File: src/rtl/interrupt_dispatcher.sv
// rtl/interrupt_dispatcher.sv - pending/enable/priority interrupt dispatcher with
// bus-programmable vector and target tables; one trigger pulse per dispatch per core.
module interrupt_dispatcher #(
  parameter int DATA_WIDTH   = 32,
  parameter int ADDRESS_BITS = 20,
  parameter int NUM_CORES    = 2,
  parameter int NUM_SOURCES  = 8
) (
  input  logic                    clock,
  input  logic                    reset,
  input  logic [NUM_SOURCES-1:0]  i_irq_in,
  input  logic [NUM_CORES-1:0]    i_irq_done,
  input  logic                    i_cfg_write,
  input  logic                    i_cfg_read,
  input  logic [ADDRESS_BITS-1:0] i_cfg_address,
  input  logic [DATA_WIDTH-1:0]   i_cfg_data_in,
  output logic [DATA_WIDTH-1:0]   o_cfg_data_out,
  output logic [ADDRESS_BITS-1:0] o_interrupt_PC_out,
  output logic [DATA_WIDTH-1:0]   o_interrupt_trigger_out,
  output logic [NUM_CORES-1:0]    o_in_service
);

  localparam int CORE_BITS = (NUM_CORES > 1) ? $clog2(NUM_CORES) : 1;
  localparam int SRC_BITS  = (NUM_SOURCES > 1) ? $clog2(NUM_SOURCES) : 1;

  typedef enum logic {S_IDLE, S_ISSUE} state_t;

  state_t                  r_state;
  state_t                  w_state_next;
  logic [NUM_SOURCES-1:0]  r_irq_prev;
  logic [NUM_SOURCES-1:0]  r_enable;
  logic [NUM_SOURCES-1:0]  r_pending;
  logic [ADDRESS_BITS-1:0] r_vector [NUM_SOURCES];
  logic [CORE_BITS-1:0]    r_target [NUM_SOURCES];
  logic [NUM_CORES-1:0]    r_in_service;
  logic [DATA_WIDTH-1:0]   r_cfg_data_out;
  logic [ADDRESS_BITS-1:0] r_pc_out;
  logic [CORE_BITS-1:0]    r_issue_core;

  logic [7:0]              w_addr;
  logic [NUM_SOURCES-1:0]  w_eligible;
  logic                    w_any;
  logic [SRC_BITS-1:0]     w_win;
  logic [CORE_BITS-1:0]    w_win_core;
  logic                    w_dispatch;
  logic [NUM_SOURCES-1:0]  w_set;
  logic [NUM_SOURCES-1:0]  w_clr;
  logic [NUM_SOURCES-1:0]  w_pending_next;
  logic [NUM_CORES-1:0]    w_in_service_next;
  logic [DATA_WIDTH-1:0]   w_rdata;
  logic                    w_unused;

  assign w_addr   = i_cfg_address[7:0];
  assign w_unused = ^{i_cfg_address[ADDRESS_BITS-1:8], i_cfg_data_in};

  // Eligibility uses only registered state, so a same-cycle irq_done takes effect next cycle.
  always_comb begin
    w_eligible = '0;
    w_any      = 1'b0;
    w_win      = '0;
    for (int s = 0; s < NUM_SOURCES; s++) begin
      w_eligible[s] = r_pending[s] & r_enable[s] & (int'(r_target[s]) < NUM_CORES)
                      & ~r_in_service[r_target[s]];
    end
    for (int s = NUM_SOURCES - 1; s >= 0; s--) begin
      if (w_eligible[s]) begin
        w_any = 1'b1;
        w_win = SRC_BITS'(s);
      end
    end
  end

  assign w_win_core = r_target[w_win];

  always_comb begin
    w_state_next = r_state;
    w_dispatch   = 1'b0;
    case (r_state)
      S_IDLE: begin
        if (w_any) begin
          w_dispatch   = 1'b1;
          w_state_next = S_ISSUE;
        end
      end
      S_ISSUE: w_state_next = S_IDLE;
      default: w_state_next = S_IDLE;
    endcase
  end

  always_ff @(posedge clock) begin
    if (reset) r_state <= S_IDLE;
    else       r_state <= w_state_next;
  end

  // New set requests win over both the W1C write and the dispatch clear.
  always_comb begin
    w_set = (i_irq_in & ~r_irq_prev)
            | ((i_cfg_write && w_addr == 8'h02) ? i_cfg_data_in[NUM_SOURCES-1:0] : '0);
    w_clr = ((i_cfg_write && w_addr == 8'h01) ? i_cfg_data_in[NUM_SOURCES-1:0] : '0)
            | (w_dispatch ? (NUM_SOURCES'(1) << w_win) : '0);
    w_pending_next    = (r_pending & ~w_clr) | w_set;
    w_in_service_next = (r_in_service & ~i_irq_done)
                        | (w_dispatch ? (NUM_CORES'(1) << w_win_core) : '0);
  end

  always_comb begin
    w_rdata = '0;
    if (w_addr == 8'h00) w_rdata = DATA_WIDTH'(r_enable);
    if (w_addr == 8'h01) w_rdata = DATA_WIDTH'(r_pending);
    for (int s = 0; s < NUM_SOURCES; s++) begin
      if (w_addr == 8'(16 + s)) w_rdata = DATA_WIDTH'(r_vector[s]);
      if (w_addr == 8'(32 + s)) w_rdata = DATA_WIDTH'(r_target[s]);
    end
  end

  always_ff @(posedge clock) begin
    if (reset) begin
      r_irq_prev     <= '0;
      r_enable       <= '0;
      r_pending      <= '0;
      r_in_service   <= '0;
      r_cfg_data_out <= '0;
      r_pc_out       <= '0;
      r_issue_core   <= '0;
      for (int s = 0; s < NUM_SOURCES; s++) begin
        r_vector[s] <= '0;
        r_target[s] <= '0;
      end
    end else begin
      r_irq_prev   <= i_irq_in;
      r_pending    <= w_pending_next;
      r_in_service <= w_in_service_next;
      if (i_cfg_read) r_cfg_data_out <= w_rdata;
      if (i_cfg_write && w_addr == 8'h00) r_enable <= i_cfg_data_in[NUM_SOURCES-1:0];
      for (int s = 0; s < NUM_SOURCES; s++) begin
        if (i_cfg_write && w_addr == 8'(16 + s)) r_vector[s] <= i_cfg_data_in[ADDRESS_BITS-1:0];
        if (i_cfg_write && w_addr == 8'(32 + s)) r_target[s] <= i_cfg_data_in[CORE_BITS-1:0];
      end
      // PC and core are captured at the decision, so table writes during ISSUE cannot alter them.
      if (w_dispatch) begin
        r_pc_out     <= r_vector[w_win];
        r_issue_core <= w_win_core;
      end
    end
  end

  assign o_cfg_data_out          = r_cfg_data_out;
  assign o_interrupt_PC_out      = r_pc_out;
  assign o_in_service            = r_in_service;
  // Gated by reset so a reset landing in the ISSUE cycle suppresses the pulse.
  assign o_interrupt_trigger_out = (r_state == S_ISSUE && !reset)
                                   ? (DATA_WIDTH'(1) << r_issue_core) : '0;

endmodule

File: config.mk
export PLATFORM = sky130hd
export DESIGN_NAME = interrupt_dispatcher
export DESIGN_NICKNAME = d
export VERILOG_FILES = /design/src/rtl/interrupt_dispatcher.sv
export SDC_FILE = /design/constraint.sdc
export NUM_CORES = 1
export LEC_CHECK = 0
export CORE_MARGIN = 2
export CORE_UTILIZATION = 40
export DETAILED_ROUTE_END_ITERATION = 10
export PLACE_DENSITY = 0.62
export SETUP_SLACK_MARGIN = 0.3
export SYNTH_ARGS = -nofsm -noshare
export SYNTH_HDL_FRONTEND = slang
export SYNTH_SLANG_ARGS = --single-unit
File: constraint.sdc
create_clock -name clock -period 2.8 [get_ports clock]
set_input_delay 0.42 -clock clock [delete_from_list [all_inputs] [get_ports clock]]
set_output_delay 0.42 -clock clock [all_outputs]
set_load 0.01 [all_outputs]
# ---- Word level (Yosys, flattened, before mapping)
# Memories as Yosys holds them, arrays and structs flattened. A register that Yosys moved wholly into a read port is not among the register bits.
# Cells that the tools add are included.
dict set report totals {
  regBits 60
  ramBits 168
  inputBits 66
  n_memories 2
  out_inout_bits 86
}
# name depth word_bits rd rd_clocked_by_memory_dff wr line_no
set memory_table {}
lappend memory_table {r_vector 8 20 9 1 8 33} ;# logic [ADDRESS_BITS-1:0] r_vector [NUM_SOURCES];
lappend memory_table {r_target 8 1 9 0 8 34} ;# logic [CORE_BITS-1:0] r_target [NUM_SOURCES];
dict set report op_classes {
  eq_ne 18
  shifts 3
  n_lt_le_gt_ge 8
  bitwise_logic 51
  reduce_logical 22
  muxes 124
}
# op n
set ops {}
lappend ops {{32-bit 2-to-1 mux} 18}
lappend ops {{20-bit 2-to-1 mux} 8}
lappend ops {{1-bit 2-to-1 mux} 84}
lappend ops {{8-bit by 5-bit == test with 1-bit output (second input constant)} 8}
lappend ops {{8-bit by 6-bit == test with 1-bit output (second input constant)} 8}
lappend ops {{8-bit 2-to-1 mux} 4}
lappend ops {{1-bit by 1-bit left shift with 32-bit output (first input constant)} 1}
lappend ops {{3-bit 2-to-1 mux} 8}
lappend ops {{8-bit bitwise OR} 3}
lappend ops {{1-bit logical AND} 20}
lappend ops {{1-bit AND} 16}
lappend ops {{8-bit AND} 2}
lappend ops {{1-bit by 2-bit less-than comparator with 1-bit output (second input constant)} 8}
lappend ops {{8-bit NOT} 2}
lappend ops {{1-bit bitwise OR} 16}
lappend ops {{1-bit NOT} 9}
lappend ops {{8-bit by 1-bit == test with 1-bit output (second input constant)} 1}
lappend ops {{8-bit by 2-bit == test with 1-bit output (second input constant)} 1}
lappend ops {{8-bit zero test} 1}
lappend ops {{1-bit by 3-bit left shift with 8-bit output (first input constant)} 1}
lappend ops {{2-bit AND} 1}
lappend ops {{2-bit 2-to-1 mux} 1}
lappend ops {{2-bit NOT} 1}
lappend ops {{2-bit bitwise OR} 1}
lappend ops {{other kinds (3)} 3}

# ---- Depth between registers and ports, before layout
# An unclocked memory read counts as a cell.
dict set report logic_depth {
  word_depth 20
  mapped_depth 9
  ltp_nobuf 7
}

# ---- Worst setup path after synthesis
# Ideal clock, no wire load.
dict set report synth_path {
  path_kind {input-to-reg}
  startpoint {input port i_cfg_address[5]}
  endpoint {memory r_vector[4][0] (enable)}
  required_time_ns 2.420
  setup_ns 0.380
  setup_slack_ns 0.249
  n_path_buf 2
  cell_stages 6
  arrival_time_ns 2.172
  path_cell_list {or4b_1 clkbuf_1 nor2_2 buf_2 nand3_1 nand2b_1}
}
# element line_no
set synth_rtl {}
lappend synth_rtl {{start, declared} 15} ;# input logic [ADDRESS_BITS-1:0] i_cfg_address,
lappend synth_rtl {{end, declared} 33}

==> metrics <==
result of the run finished, final reports clean; drt first-iter violations 1091; number of sinks on the clock net 236; num ports 152; Post-Route Skew 19.4 ps; launching point of the worst reg2reg path r_target[7]; global-route wire length before repair 51.4 mm; vertical die dimension 172 um; length in cells of the worst reg-to-reg path 9; maximum root-to-sink buffer count 3; total via count after detailed routing 9007; final setup violating endpoints 0; all-layer global routing usage 23.2%; clock network latency to the later pin of the worst-skew pair 560 ps; largest area contributor in the netlist sky130_fd_sc_hd__edfxtp_1; post-detailed-route via-to-cell ratio 5.82; starting density of the core 40.7%; post-detailed-placement half-perimeter wirelength 22.3 mm; number of enable-type register cells in the synthesized netlist 168; final worst path period share 89.8%; logic depth of the worst setup path including buffers 9; RSZ-0062 raised after global routing yes; crit-path leading delay family compound AO/OA/AOI/OAI gates; routed wire length 35.3 mm; Worst R2R Setup Slack 290 ps; CP Data Required Time 3240 ps; final hold violation count 0; Final ANT Viol Nets 0; post-synthesis async set-or-reset flop share 0%; Slowest-stage cell, CP sky130_fd_sc_hd__edfxtp_1; Synth Instances 1006; # hold bufs at CTS 0; Lkg Pwr 5.13 nW; TritonCTS clock tree done; buffer and inverter count on the worst path 2; Achievable Freq 398 MHz; path class of the lowest-slack min-delay path in2reg; cell breakdown of the critical path mux2_4, a2bb2oi_4, a21boi_2, o21ai_4, buf_12, clkbuf_16, a222oi_1, a21oi_1, a211o_1; placeable core region 27800 um^2; time the final worst path needs with I/O delays and setup 2510 ps; mean cell area of the mapped netlist 11.2 um^2; number of max-cap violations 0; GPL Wtd Cong 0.890; Critical Path End Type flip-flop; Routed wire per std cell 22.8 um; most frequent cells in the layout 169 x sky130_fd_sc_hd__nor2_1, 168 x sky130_fd_sc_hd__edfxtp_1, 82 x sky130_fd_sc_hd__clkdlybuf4s50_1; grt total ovfl 0; # nets final 1214; number of buffer cells added on primary ports 85; worst slew pin tran 550 ps; sequential cell area fraction in the yosys report 56.7%; IR drop worst, VDD 450 uV; area delta synth->final 25.7%; post-route cell area 14200 um^2; Hold Path Depth 2; capture endpoint of the worst hold path r_enable[0]; Synth Warn # 0; diodes inserted 0; area of the die 29600 um^2; fraction of final layout cells sized beyond drive strength 1 17.5%; Worst Min Path Start reset; number of library cell types mapped by synthesis 72; Clock Root Buffer sky130_fd_sc_hd__clkbuf_16; kind of start point of the critical path flip-flop; Post-Syn Area 11300 um^2; Placement Setup Slack -67.4 ps; Crit Path Category reg2reg; synthesized flop and latch total 236; DP Area 13000 um^2; post-route DRC violation count 0; minimum setup slack in the final design 286 ps; area share of the largest cell type after synthesis 44.6%; count of pins over their slew limit 0; largest incremental delay on the critical path 450 ps; floorplan die width 172 um; worst max-slew margin expressed relative to the limit 63.3%; Initial DRT Pass Iterations 8; biggest area contributors in the synthesized netlist sky130_fd_sc_hd__edfxtp_1 45%, sky130_fd_sc_hd__dfxtp_1 12%, sky130_fd_sc_hd__nor2_1 5.7%, sky130_fd_sc_hd__mux4_2 3.8%, sky130_fd_sc_hd__a222oi_1 3.5%; pin count of the biggest net entering global routing 42; antenna violations before repair 0; Cell Pwr Density 567 nW/um^2; H-tree depth 1; Most used DFF post-synth sky130_fd_sc_hd__edfxtp_1; utilization after layout 51.1%; setup tns final 0 ps; Core Rows 61; worst endpoint data arrival time 2950 ps; clock transition at the registers of the reported paths 60 ps; final worst hold slack 345 ps; peak fanout along the critical path 8; Crit Reg-Reg Endpoint o_interrupt_PC_out[6]; vias in the first global route 8584; commonest non-fill, non-tap cell in the layout sky130_fd_sc_hd__nor2_1; number of buffers created by CTS 27
## report_power, final
group	total (mW)	switching, mW	leakage [nW]	internal, mW
combinational	0.614	0.334	2.56	0.281
clock	3.41	1.43	0.403	1.99
sequential	4.03	0.114	2.16	3.92
## per-stage QoR
step,power [mW],instances
floorplan,4.42,1047
global placement,4.68,1476
detailed placement,4.70,1476
CTS,8.09,1532
global route,8.29,1547
finish,8.06,1547
## layout make-up
class | count | area (um^2)
clock buffers | 41 | 728
clock inverters | 9 | 114
fillers | 2494 | 13600
inverters | 26 | 97.6
multi-input cells | 668 | 4460
flip-flops and latches | 236 | 6410
well taps | 378 | 473
repair buffers | 189 | 1930
## metal layers
layer / part of all wire [%] / routed length, um / vias up / track usage [%]
met1: 41 / 14600 / 4390 / 32.2
met5: 0 / 0 / - / 0
li1: - / - / 4020 / -
met3: 9.3 / 3270 / 93 / 3.07
met4: 3.7 / 1300 / 0 / 8.29
met2: 46 / 16200 / 504 / 37.5
## worst max path at each step
stage                     start                      to
4_1_cts             r_target[7]   o_interrupt_PC_out[0]
3_5_place_dp    o_in_service[1]  o_interrupt_PC_out[18]
6_report            r_target[7]   o_interrupt_PC_out[6]
3_3_place_gp   i_cfg_address[5]         r_vector[2][18]
5_1_grt             r_target[5]  o_interrupt_PC_out[10]
2_1_floorplan  i_cfg_address[0]          r_vector[5][0]
## cells by family after synthesis
family	synth area share, %
AND/OR/NAND/NOR	13.3
AO/OA/AOI/OAI	17.6
flip-flops	56.7
buffers and inverters	6.62
multiplexers	5.79
other	0.0332
## synth_stat cells (all sizes together) (10+ instances only)
| library cell | count |
|---|---|
| a21oi | 60 |
| nor2 | 172 |
| nand3 | 19 |
| nand2b | 30 |
| a22oi | 18 |
| a22o | 17 |
| mux2i | 17 |
| nand2 | 65 |
| mux4 | 19 |
| buf | 68 |
| dfxtp | 68 |
| clkbuf | 49 |
| a21boi | 12 |
| o221ai | 10 |
| a211o | 10 |
| a222oi | 40 |
| edfxtp | 168 |
| nor2b | 16 |
| a32oi | 12 |
| inv | 26 |
| a311oi | 18 |
## sequential cells by signal, summed over array words and instances (netlist names)
register            flops
r_enable                8
r_issue_core            1
r_irq_prev              8
r_pending               8
o_in_service            2
r_target                8
o_interrupt_PC_out     20
r_vector              160
r_state                 1
o_cfg_data_out         20
## timing repair
item,in CTS,in global routing
cloned,0,4
gates resized for setup,6,25
setup buffers,6,11
pin swaps,4,49
endpoints found under the setup margin,22,23
(Power assumes the default switching activity.)
